**config.mk**
```make
export PLATFORM = sky130hd
export DESIGN_NAME = vc_rand_delay_queue
export DESIGN_NICKNAME = d
export VERILOG_FILES = /design/src/rtl/vc_rand_delay_queue.sv
export SDC_FILE = /design/constraint.sdc
export NUM_CORES = 1
export LEC_CHECK = 0
export BUFFER_PORTS_ARGS = -buffer_cell sky130_fd_sc_hd__buf_4
export CAP_MARGIN = 20
export CORE_MARGIN = 4
export CORE_UTILIZATION = 60
export CTS_BUF_LIST = sky130_fd_sc_hd__clkbuf_4
export DETAILED_ROUTE_END_ITERATION = 16
export PLACE_DENSITY = 0.82
export SLEW_MARGIN = 20
export SYNTH_ARGS = -nofsm -noshare
export SYNTH_HDL_FRONTEND = slang
export SYNTH_SLANG_ARGS = --single-unit
```
**constraint.sdc**
```tcl
create_clock -name clk -period 24.7 [get_ports clk]
set_input_delay 1.235 -clock clk [delete_from_list [all_inputs] [get_ports clk]]
set_output_delay 1.235 -clock clk [all_outputs]
set_load 0.005 [all_outputs]
```
**src/rtl/vc_rand_delay_queue.sv**
```systemverilog
module vc_rand_delay_queue #(
  parameter int unsigned p_msg_sz      = 67,
  parameter int unsigned p_num_entries = 4,
  parameter int unsigned p_max_delay   = 0,
  parameter logic [15:0] p_seed        = 16'hACE1
) (
  input  logic                              clk,
  input  logic                              reset,
  input  logic                              in_val,
  output logic                              in_rdy,
  input  logic [p_msg_sz-1:0]               in_msg,
  output logic                              out_val,
  input  logic                              out_rdy,
  output logic [p_msg_sz-1:0]               out_msg,
  output logic [$clog2(p_num_entries):0]    occupancy
);

  localparam int unsigned AW = $clog2(p_num_entries);
  localparam int unsigned CW = AW + 1;
  localparam logic [8:0]  DELAY_MOD = 9'(p_max_delay + 1);

  typedef enum logic [1:0] {
    IDLE,
    WAIT,
    SEND
  } state_e;

  state_e              state_q, state_d;
  logic [AW-1:0]       wr_ptr_q, rd_ptr_q;
  logic [CW-1:0]       occ_q, occ_d;
  logic [7:0]          cnt_q, cnt_d;
  logic [15:0]         lfsr_q;
  logic                lfsr_fb;
  logic [p_msg_sz-1:0] mem_q [p_num_entries];
  logic                enq, deq;
  logic [7:0]          draw;

  assign in_rdy    = (occ_q != CW'(p_num_entries));
  assign enq       = in_val && in_rdy;
  assign deq       = out_val && out_rdy;
  assign out_val   = (state_q == SEND);
  assign out_msg   = mem_q[rd_ptr_q];
  assign occupancy = occ_q;

  // Fibonacci taps 16,14,13,11 map to bits 15,13,12,10.
  assign lfsr_fb = lfsr_q[15] ^ lfsr_q[13] ^ lfsr_q[12] ^ lfsr_q[10];
  assign draw    = 8'({1'b0, lfsr_q[7:0]} % DELAY_MOD);

  always_comb begin
    occ_d = occ_q;
    case ({enq, deq})
      2'b10:   occ_d = occ_q + CW'(1);
      2'b01:   occ_d = occ_q - CW'(1);
      default: occ_d = occ_q;
    endcase
  end

  always_ff @(posedge clk or posedge reset) begin
    if (reset) begin
      for (int unsigned i = 0; i < p_num_entries; i++) begin
        mem_q[i] <= '0;
      end
      wr_ptr_q <= '0;
      rd_ptr_q <= '0;
      occ_q    <= '0;
      lfsr_q   <= p_seed;
    end else begin
      if (enq) begin
        mem_q[wr_ptr_q] <= in_msg;
        wr_ptr_q        <= wr_ptr_q + AW'(1);
      end
      if (deq) begin
        rd_ptr_q <= rd_ptr_q + AW'(1);
      end
      occ_q  <= occ_d;
      lfsr_q <= {lfsr_q[14:0], lfsr_fb};
    end
  end

  always_ff @(posedge clk or posedge reset) begin
    if (reset) begin
      state_q <= IDLE;
      cnt_q   <= '0;
    end else begin
      state_q <= state_d;
      cnt_q   <= cnt_d;
    end
  end

  // A zero draw skips WAIT entirely, so the counter is only ever loaded with d >= 1.
  always_comb begin
    state_d = state_q;
    cnt_d   = cnt_q;
    case (state_q)
      IDLE: begin
        if (occ_q != '0) begin
          if (draw == 8'd0) begin
            state_d = SEND;
          end else begin
            cnt_d   = draw;
            state_d = WAIT;
          end
        end
      end
      WAIT: begin
        cnt_d = cnt_q - 8'd1;
        if (cnt_q == 8'd1) begin
          state_d = SEND;
        end
      end
      SEND: begin
        if (out_rdy) begin
          if (occ_d != '0) begin
            if (draw != 8'd0) begin
              cnt_d   = draw;
              state_d = WAIT;
            end
          end else begin
            state_d = IDLE;
          end
        end
      end
      default: state_d = IDLE;
    endcase
  end

endmodule

```
---- After elaboration in Yosys (flattened, before gate mapping) ----
Index checks and enable logic that the tools add are counted.
word-level totals
  bits in registers ....................... 285
  output and inout bits ................... 72
operators by class
  add/sub/neg operators ................... 5
  order comparisons ....................... 3
  eq/ne operators ......................... 10
  mux-type cells .......................... 12
  bitwise gates (word level) .............. 2
  reduce and logical (&&, ||, !) cells .... 7
operator list
  cell                 number
  $bwmux 268           1
  $mux 67              3
  $bmux 67 s2          1
  $demux 67 s2         1
  $eq 8x1->1 const B   1
  $mux 2               4
  $sub 8x1->8 const B  1
  $ge 3x3->1 const B   2
  $ne 2x2->1 const B   3
  $not 2->3            2
  $pmux 2 s3           1
  $pmux 3 s2           1
  $reduce_bool 3->1    2
  $add 2x1->2 const B  2
  $eq 2x1->1 const B   2
  $eq 2x2->1 const B   2
  $reduce_and 4->1     1
  $add 3x1->3 const B  1
  $logic_and 1x1->1    3
  $lt 3x1->1 const B   1
  $ne 3x3->1 const B   1
  $sub 3x1->3 const B  1
  $logic_not 2->1      1
  $ne 2x1->1 const B   1

---- Logic depth before layout (Yosys ltp) ----
Gate-level depths: netlist of run 1.
  depth after elaboration ................. 8
  gate-level depth with buffers ........... 8
  gate-level depth less buffers ........... 7

---- Worst setup path before layout of run 1 ----
No wires, ideal clock.
  path kind ............................... register to output
  start point ............................. reg rd_ptr_q[1]
  end point ............................... out out_msg[15]
  data arrival time ....................... 1.614 ns
  data required time ...................... 23.465 ns
  setup slack ............................. 21.851 ns
  stages on the path, launching flop included .. 5
  buffers on the path ..................... 3
  cell sequence ........................... dfrtp_1 -> clkbuf_1 -> buf_1 -> buf_1 -> mux4_2
between the ends
  longest elaborated chain between the ends .. 4
ends and longest elaborated chain
  element                                      line  text
  from (decl)                                  29    logic [AW-1:0] wr_ptr_q, rd_ptr_q;
  from (signal assigned)                       73    rd_ptr_q <= rd_ptr_q + AW'(1);
  $not 2->3 (not written as such)              42    assign out_msg = mem_q[rd_ptr_q];
  $bmux 67 s2                                  42
  $mux 67 (not written as such) (2 in series)  42
  to (decl)                                    14    output logic [p_msg_sz-1:0] out_msg,
No other way between the ends. The select of a mux whose other input is x is not followed.

---- Final worst setup path of run 1 ----
  start point ............................. reg rd_ptr_q[0]
  end point ............................... out out_msg[46]
Same word-level chain as after synthesis.

==> impl_metrics.tcl, run 1 <==
set metrics [dict create \
    worstPathCellList "buf_4 -> mux4_2 -> buf_4" \
    startpoint_type "flop" \
    hold_viol 0 \
    root_buffer "clkbuf_4" \
    avgSynthCellArea_sq_um 18.0 \
    grt_pass1_vias 7976 \
    hp-class "reg -> reg" \
    cp.arrival_ps 3030 \
    skew_ps 28.0 \
    fp.dieH_um 152 \
    die_w_um 152 \
    dieArea_sq_um 23200 \
    crit_start "rd_ptr_q[0]$_DFFE_PP0P_" \
    row_count 52 \
    path_common_cell "buf_4" \
    clockBufferDepth 3 \
    cpPeakStageDelay_ps 860 \
    antenna_found_initial 1 \
    r2r-start "occupancy[0]$_DFF_PP0_" \
    cap_violations 0 \
    grt_max_degree 124 \
    synth_seq_cells 276 \
    gr-usage-all-layers_pct 23.3 \
    path_buf_inv 2 \
    finalCriticalPeriod_ps 4260 \
    post-cts-setup-buffers 0 \
    path_class "reg -> out" \
    area_growth_pct 16.3 \
    cp_top_family "flip-flops" \
    port_buffers 142 \
    ios 143 \
    start_util_pct 61.3 \
    worst_slew_pin_slew_ps 997 \
    ir_drop_uv 78.0 \
    status "completed" \
    cts_tree "done" \
    path_clk_slew_ps 60 \
    finalNonFillerCells 1180 \
    clk-insertion-delay-late_ps 650 \
    num_vias 6787 \
    crit_fanout 35 \
    report.final.setup_viol 0 \
    final_nets 945 \
    critPathSlowestCell "dfrtp_4" \
    syn-cell-area_sq_um 12500 \
    relSlewSlack_pct 33.6 \
    fin_crit_sh_pct 17.3 \
    synth_warnings 0 \
    drc 0 \
    drive_gt1_share_pct 65.9 \
    grt_pass1_wl_um 43400 \
    required_ps 23470 \
    hold_buffers 0 \
    grt.overflow.total 0 \
    drt-total-wl_um 26100 \
    end_kind "output pin" \
    post-dp-hpwl_um 16200 \
    routedWlPerCell_um 22.1 \
    power_density_nw_per_um2 149 \
    drt-pass1-iter-count 4 \
    ys_types 23 \
    final_common_cell "dfrtp_1" \
    placedCellCount 1064 \
    core_sq_um 20400 \
    fin_tns_setup_ps 0 \
    slew_violations 0 \
    rsz0062_at_grt "false" \
    ys_seq_area_share_pct 55.3 \
    max_freq_mhz 235 \
    p_leak_uw 0.00649 \
    worstHoldStart "mem_q[138]$_DFFE_PP0P_" \
    h-tree-depth 3 \
    drtAntennaViolNets 0 \
    syn-num-nets 771 \
    drt_iter0_drc 360 \
    vias_per_cell 5.75 \
    placed_cell_area_sq_um 13700 \
    numCtsBuffers 71 \
    syn_inst 694 \
    postLayoutCellArea_sq_um 14500 \
    ctsResizeCount 0 \
    gp_congestion 0.791 \
    clock_sinks 276 \
    whs_ps 502 \
    layout_common_cells "dfrtp_1 (274), mux2_2 (150), buf_4 (148), mux2_4 (120), clkbuf_4 (102)" \
]
==> path summary, 6_finish.rpt <==
path | end | depth (start not counted) | slack, ps
worst min register to register | mem_q[138]$_DFFE_PP0P_ | 1 | 500
min in group asynchronous | mem_q[246]$_DFFE_PP0P_ | 2 | 780
worst min-delay path | mem_q[138]$_DFFE_PP0P_ | 1 | 500
worst max register to register | mem_q[165]$_DFFE_PP0P_ | 4 | 22040
worst max-delay path | out_msg[46] | 3 | 20440
max in group asynchronous | rd_ptr_q[0]$_DFFE_PP0P_ | 3 | 22540
==> metrics by stage <==
stage / total power [uW] / utilization, % / setup slack [ps]
final: 2160 / 71.3 / 20440
after floorplan: 1460 / - / 15860
after detailed placement: 1800 / 67.1 / 21050
after global placement: 1750 / 67.1 / 21100
after CTS: 2190 / 71.2 / 20300
after global routing: 2290 / 71.3 / 20200
==> state kept, by name, summed over array words and instances (netlist names) <==
| signal | cells |
|---|---|
| state_q | 1 |
| occupancy | 3 |
| mem_q | 268 |
| wr_ptr_q | 2 |
| rd_ptr_q | 2 |
==> cells in the mapped netlist, drive strengths merged <==
| library cell | n | area [sq um] |
|---|---|---|
| nor4 | 1 | 6.26 |
| or3b | 1 | 8.76 |
| inv | 5 | 18.8 |
| and3 | 4 | 25.0 |
| xnor3 | 1 | 22.5 |
| fa | 1 | 20.0 |
| clkbuf | 7 | 28.8 |
| xor2 | 1 | 8.76 |
| mux4 | 67 | 1510 |
| buf | 42 | 298 |
| a31oi | 1 | 6.26 |
| nor2 | 1 | 3.75 |
| nand2 | 4 | 15.0 |
| o2bb2ai | 1 | 8.76 |
| xnor2 | 5 | 43.8 |
| dfrtp | 276 | 6910 |
| mux2 | 270 | 3490 |
| nor3b | 1 | 7.51 |
| ha | 5 | 62.6 |
==> kinds of logic after synthesis <==
logic type | count (synthesis) | synth area share (%)
adders and majority gates | 6 | 0.661
and+or+nand+nor | 12 | 0.531
AOI/OAI and AO/OA | 2 | 0.120
DFF | 276 | 55.3
buffers and inverters | 54 | 2.76
xor gates and xnor gates | 7 | 0.601
muxes | 337 | 40.0
==> cell type report <==
cell class	instances	area, sq um
inverters	5	26.3
multi-input cells	364	5260
clock buffers	102	766
diodes	1	2.50
fillers	1303	5840
flip-flops and latches	276	6910
well taps	270	338
repair buffers	150	1150
clock inverters	12	72.6
==> power by group <==
group          internal, uW  switching (uW)  total, uW
Combinational           628             312        941
Sequential              688             160        848
Clock                   198             173        371
Total                  1510             645       2160
==> per-layer routing <==
metal  vias to the layer above  GRT usage [%]  part of all wire (%)
li1                       2963              -                     -
met1                      3596           30.1                    41
met2                       178           38.7                    51
met3                        50           5.99                   5.2
met4                         0           8.09                   2.1
met5                         -              0                     0
Note: power is estimated with default switching activity, not from simulation.
==> run 2, diff against run 1 <==
Clock period 24.7 ns to 4 ns, I/O delays scaled along.
==> run 2 against run 1 <==
Net effect:
- global-route usage increased by 0.70 points
- wire length increased by 2.9%
- utilization up 4.0 points
- clock skew increased by 17 ps
- total power rose to 6.3 times the previous value
- sequential share of layout area is 2.5 points lower
- critical path depth unchanged
- clock power grew to 6.3 times the previous value
- highest routed layer unchanged
- worst setup slack worse by 19000 ps
- critical endpoint is now out_msg[21]
- non-clock buffer count up 77
- critical path type unchanged
==> impl_metrics.tcl, run 2 (synthesis results as in run 1) <==
set metrics [dict create \
    status "completed" \
    h-tree-depth 3 \
    row_count 52 \
    comb_power_share_pct 43.8 \
    fin_crit_sh_pct 71.5 \
    clock_sinks 276 \
    cts_tree "done" \
    path_class "reg -> out" \
    port_buffers 142 \
    rsz0062_at_grt "false" \
    core_sq_um 20400 \
    drive_gt1_share_pct 61.7 \
    hp-class "in -> async" \
    cap_violations 0 \
    whs_ps 200 \
    area_growth_pct 22.8 \
    path_clk_slew_ps 70 \
    p_int_uw 9420 \
    start_util_pct 61.3 \
    crit_fanout 36 \
    nFillCells 1152 \
    drc 0 \
    root_buffer "clkbuf_4" \
    report.final.setup_viol 0 \
    dieArea_sq_um 23200 \
    grt_pass1_vias 8369 \
    p_leak_uw 0.00684 \
    finalCriticalPeriod_ps 2860 \
    cp.arrival_ps 2660 \
    clk-insertion-delay-late_ps 660 \
    drt-total-wl_um 26900 \
    num_vias 7204 \
    largest_reg_flops 268 \
    slew_violations 0 \
    pwr-share-seq_pct 39.0 \
    drt_iter0_drc 307 \
    end_kind "output pin" \
    grt_pass1_wl_um 44900 \
    antenna_found_initial 2 \
    required_ps 3800 \
    numCtsBuffers 72 \
    routedWlPerCell_um 21.3 \
    gr-usage-all-layers_pct 24.0 \
    startpoint_type "flop" \
    vias_per_cell 5.71 \
    p_clk_share_pct 17.2 \
    worst_slew_pin_slew_ps 1020 \
    ctsResizeCount 0 \
    drt-pass1-iter-count 4 \
    ir_drop_uv 562 \
    fp.dieH_um 152 \
    clockBufferDepth 3 \
    final_nets 1023 \
    r2r-start "occupancy[0]$_DFF_PP0_" \
    final_common_cell "dfrtp_1" \
    gp_congestion 0.801 \
    post-cts-setup-buffers 0 \
    hold_viol 0 \
    drtAntennaViolNets 0 \
    power.switching_uw 4090 \
    fin_tns_setup_ps 0 \
    post-dp-hpwl_um 16500 \
    grt.overflow.total 0 \
    die_w_um 152 \
    largest_register "mem_q" \
    p_sw_share_pct 30.3 \
    ios 143 \
    grt_max_degree 73 \
    layout_common_cells "dfrtp_1 (274), buf_4 (152), mux2_2 (150), mux2_4 (120), clkbuf_4 (109)" \
    skew_ps 44.9 \
    crit_start "rd_ptr_q[0]$_DFFE_PP0P_" \
    max_freq_mhz 350 \
    relSlewSlack_pct 31.7 \
    power_density_nw_per_um2 881 \
]
## run 2: cell types whose count changed in the layout (fill, tap and decap cells not counted), sizes merged
| cell | previous run | this run |
|---|---|---|
| clkbuf | 102 | 109 |
| diode | 1 | 2 |
| inv | 6 | 4 |
| clkinv | 10 | 9 |
| bufinv | 1 | 0 |
| clkinvlp | 0 | 1 |
| buf | 150 | 157 |
| dlygate4sd3 | 0 | 70 |
## run 2: worst max-delay path: stages, from the launching register on
cell and delay, ps:
dfrtp_4 900, buf_12 350, mux4_2 580, buf_4 160
## run 2: timing repair
action | 4_1_cts | 5_1_grt
hold buffers | 70 | 0
hold endpoints to repair | 313 | 0
endpoints found under the setup margin | 0 | 0
## run 2: final timing paths
kind                                                end  slack [ps]  cells after the start
worst max-delay path                        out_msg[21]        1140                      3
worst min-delay path             mem_q[216]$_DFFE_PP0P_         200                      3
worst max register to register    mem_q[91]$_DFFE_PP0P_        1510                      4
worst min register to register    mem_q[45]$_DFFE_PP0P_         500                      1
max in group asynchronous       rd_ptr_q[1]$_DFFE_PP0P_        2830                      5
min in group clk                  mem_q[25]$_DFFE_PP0P_         360                      3
## run 2: cell type report
class / instances / area, sq um / share of cell area (%)
sequential: 276 / 6910 / 45.1
antenna: 2 / 5.00 / 0.0326
tap: 270 / 338 / 2.20
clock inverter: 9 / 35.0 / 0.228
clock buffer: 109 / 818 / 5.33
multi-input combinational: 364 / 5260 / 34.3
inverter: 5 / 22.5 / 0.147
timing repair buffer: 227 / 1950 / 12.7
## run 2: metrics by stage
stage / total power (uW) / setup WS (ps) / area, sq um / std cells / utilization (%)
2_1_floorplan: 9020 / 149 / 12500 / 694 / -
3_3_place_gp: 10800 / 1640 / 13800 / 1071 / 67.5
3_5_place_dp: 11200 / 1520 / 13800 / 1071 / 67.5
4_1_cts: 13600 / 1030 / 15300 / 1259 / 75.2
5_1_grt: 14300 / 927 / 15300 / 1262 / 75.3
6_report: 13500 / 1140 / 15300 / 1262 / 75.3
## run 2: per-layer routing
metal | GRT usage (%) | vias to the layer above | routed length, um
li1 | - | 3122 | -
met1 | 32.4 | 3834 | 11400
met2 | 38.5 | 206 | 13400
met3 | 5.85 | 42 | 1430
met4 | 8.78 | 0 | 610
met5 | 0 | - | 0
## run 2: power by group through the flow
stage	combinational [uW]	sequential, uW	clock [uW]
2_1_floorplan	4250	4770	0
3_3_place_gp	5680	5140	0
3_5_place_dp	5870	5300	0
4_1_cts	5950	5270	2390
5_1_grt	6300	5450	2560
6_report	5920	5260	2330
==> run 3, diff against run 2 <==
Settings changed: ABC_AREA set to 1, CORE_UTILIZATION 60 to 55, PLACE_DENSITY 0.82 to 0.79.
Clock period 4 ns to 2.6 ns, I/O delays scaled along.
==> run 3 against run 2 <==
Net effect:
- clock skew decreased by 10 ps
- cell count grew 70%
- synthesized area increased by 2.7%
- first-iteration DRC count rose to 3.3 times the previous value
- non-clock buffer count increased by 19
- synthesized cell count rose by 130%
- die area grew 11%
- sequential share of layout area down 0.83 points
- sequential cell count did not move
==> impl_metrics.tcl, run 3 <==
set metrics [dict create \
    finalCriticalPeriod_ps 2520 \
    finish.utilization_pct 68.6 \
    slew_violations 0 \
    grt.overflow.total 0 \
    startpoint_type "flop" \
    antenna_found_initial 2 \
    syn-num-nets 1672 \
    syn-cell-area_sq_um 12800 \
    drt_iter0_drc 1021 \
    status "completed" \
    synth_seq_cells 276 \
    end_kind "output pin" \
    cap_violations 0 \
    p_leak_uw 0.00771 \
    power_density_nw_per_um2 1300 \
    worst_slew_pin_slew_ps 998 \
    synthTopCellsByArea "dfrtp_1 (54%), nand2_1 (16%), o21ai_0 (12%)" \
    ys_seq_area_share_pct 53.8 \
    drive_gt1_share_pct 16.8 \
    r2r_cells 9 \
    vias_per_cell 5.64 \
    ys_types 26 \
    hold_viol 0 \
    h-tree-depth 3 \
    area_growth_pct 21.8 \
    nFillCells 1860 \
    cp_top_family "buffers and inverters" \
    num_vias 12100 \
    synth_warnings 0 \
    largest_reg_flops 268 \
    postLayoutCellArea_sq_um 15600 \
    required_ps 2470 \
    cts_tree "done" \
    max_freq_mhz 397 \
    rrSetupSlack_ps 540 \
    grt_pass1_vias 11900 \
    drt-total-wl_um 36500 \
    path_clk_slew_ps 70 \
    synth-edff-count 0 \
    core_sq_um 22800 \
    synthArstFlopShare_pct 100 \
    path_class "reg -> out" \
    drc 0 \
    largest_register "mem_q" \
    grt_max_degree 136 \
    gr-usage-all-layers_pct 28.2 \
    routedWlPerCell_um 17.0 \
    skew_ps 34.9 \
    fin_crit_sh_pct 96.9 \
    critPathSlowestCell "dfrtp_4" \
    root_buffer "clkbuf_4" \
    synth_area_leader_cell "dfrtp_1" \
    port_buffers 142 \
    synth_top_area_share_pct 53.8 \
    final_common_cell "nand2_1" \
    cpPeakStageDelay_ps 440 \
    post-dp-hpwl_um 20100 \
    clk-insertion-delay-late_ps 680 \
    start_util_pct 56.3 \
    yosys_most_used_dff "dfrtp_1" \
    numCtsBuffers 73 \
    clockBufferDepth 3 \
    crit_cells 4 \
    clock_sinks 276 \
    synth.most_common_cell "nand2_1" \
    ir_drop_uv 687 \
    drtAntennaViolNets 0 \
    syn_inst 1595 \
    final_nets 1864 \
    yosys-top-cells-count "nand2_1 (542), o21ai_0 (302), dfrtp_1 (276)" \
    avgSynthCellArea_sq_um 8.04 \
    report.final.setup_viol 0 \
    rsz0062_at_grt "false" \
    fp.dieH_um 161 \
    die_w_um 161 \
    hp-class "in -> async" \
    dieArea_sq_um 25800 \
    layout_common_cells "nand2_1 (542), o21ai_0 (302), dfrtp_1 (274), buf_4 (165), nor2_1 (140)" \
    placed_cell_area_sq_um 14000 \
    relSlewSlack_pct 33.5 \
    cp.arrival_ps 2390 \
    path_buf_inv 2 \
    drt-pass1-iter-count 5 \
    grt_pass1_wl_um 60000 \
    crit_fanout 135 \
    worstPathCellList "buf_12 -> o21ai_0 -> o22ai_1 -> buf_4" \
    row_count 55 \
    gp_congestion 0.792 \
    ios 143 \
]
-- run 3: stage by stage --
stage	power, uW	instances	hold WS (ps)	worst slack, ps	setup TNS [ps]
after floorplan	12600	1595	247	-1180	-326060
after global placement	16000	1955	248	552	0
after detailed placement	16400	1955	265	542	0
after CTS	20300	2145	71.2	42.6	0
after global routing	21900	2147	118	12.1	0
final	20300	2147	105	80.4	0
-- run 3: layout make-up --
type	instances	area (sq um)	area share, %
flip-flops and latches	276	6910	44.2
repair buffers	246	2120	13.6
diodes	2	5.00	0.0320
clock inverters	5	45.0	0.288
multi-input cells	1173	5220	33.4
clock buffers	115	863	5.52
inverters	17	70.1	0.448
well taps	313	392	2.51
-- run 3: cell families after synthesis --
kind of cell	after synthesis	synth area share [%]
AOI/OAI and AO/OA	471	19.0
xor gates and xnor gates	3	0.205
adders and majority gates	6	0.644
buffers and inverters	146	5.58
DFF	276	53.8
and+or+nand+nor	693	20.7
-- run 3: metal layers --
layer	routed length (um)	share of wire, %	up-vias	track usage (%)
met5	0	0	-	0
met3	3090	8.5	100	5.26
met1	14900	41	5759	37.5
met2	17500	48	569	46.1
li1	-	-	5689	-
met4	947	2.6	0	11.7
-- run 3: path summary, 6_finish.rpt --
path	to	from
max	out_msg[54]	rd_ptr_q[0]$_DFFE_PP0P_
min in group clk	mem_q[110]$_DFFE_PP0P_	in_msg[43]
max in group asynchronous	rd_ptr_q[0]$_DFFE_PP0P_	reset
max reg2reg	state_q[1]$_DFFE_PP0P_	occupancy[0]$_DFF_PP0_
min	mem_q[159]$_DFFE_PP0P_	reset
min reg2reg	mem_q[186]$_DFFE_PP0P_	mem_q[186]$_DFFE_PP0P_
-- run 3: worst min-delay path: stages --
cell and delay (ps):
dlygate4sd3_1 530, buf_4 140, clkinvlp_4 450
-- run 3: what timing repair did --
item                       in CTS  in global routing
setup endpoints to repair       8                 11
hold endpoints to repair      314                  0
resized for setup               1                  4
setup buffers                   0                  0
hold buffers                   70                  0
-- run 3: power breakdown --
group          switching, uW  internal (uW)  leakage (uW)
Clock                   1710           2080      0.000550
Combinational           5710           3550       0.00371
Sequential               973           6270       0.00345
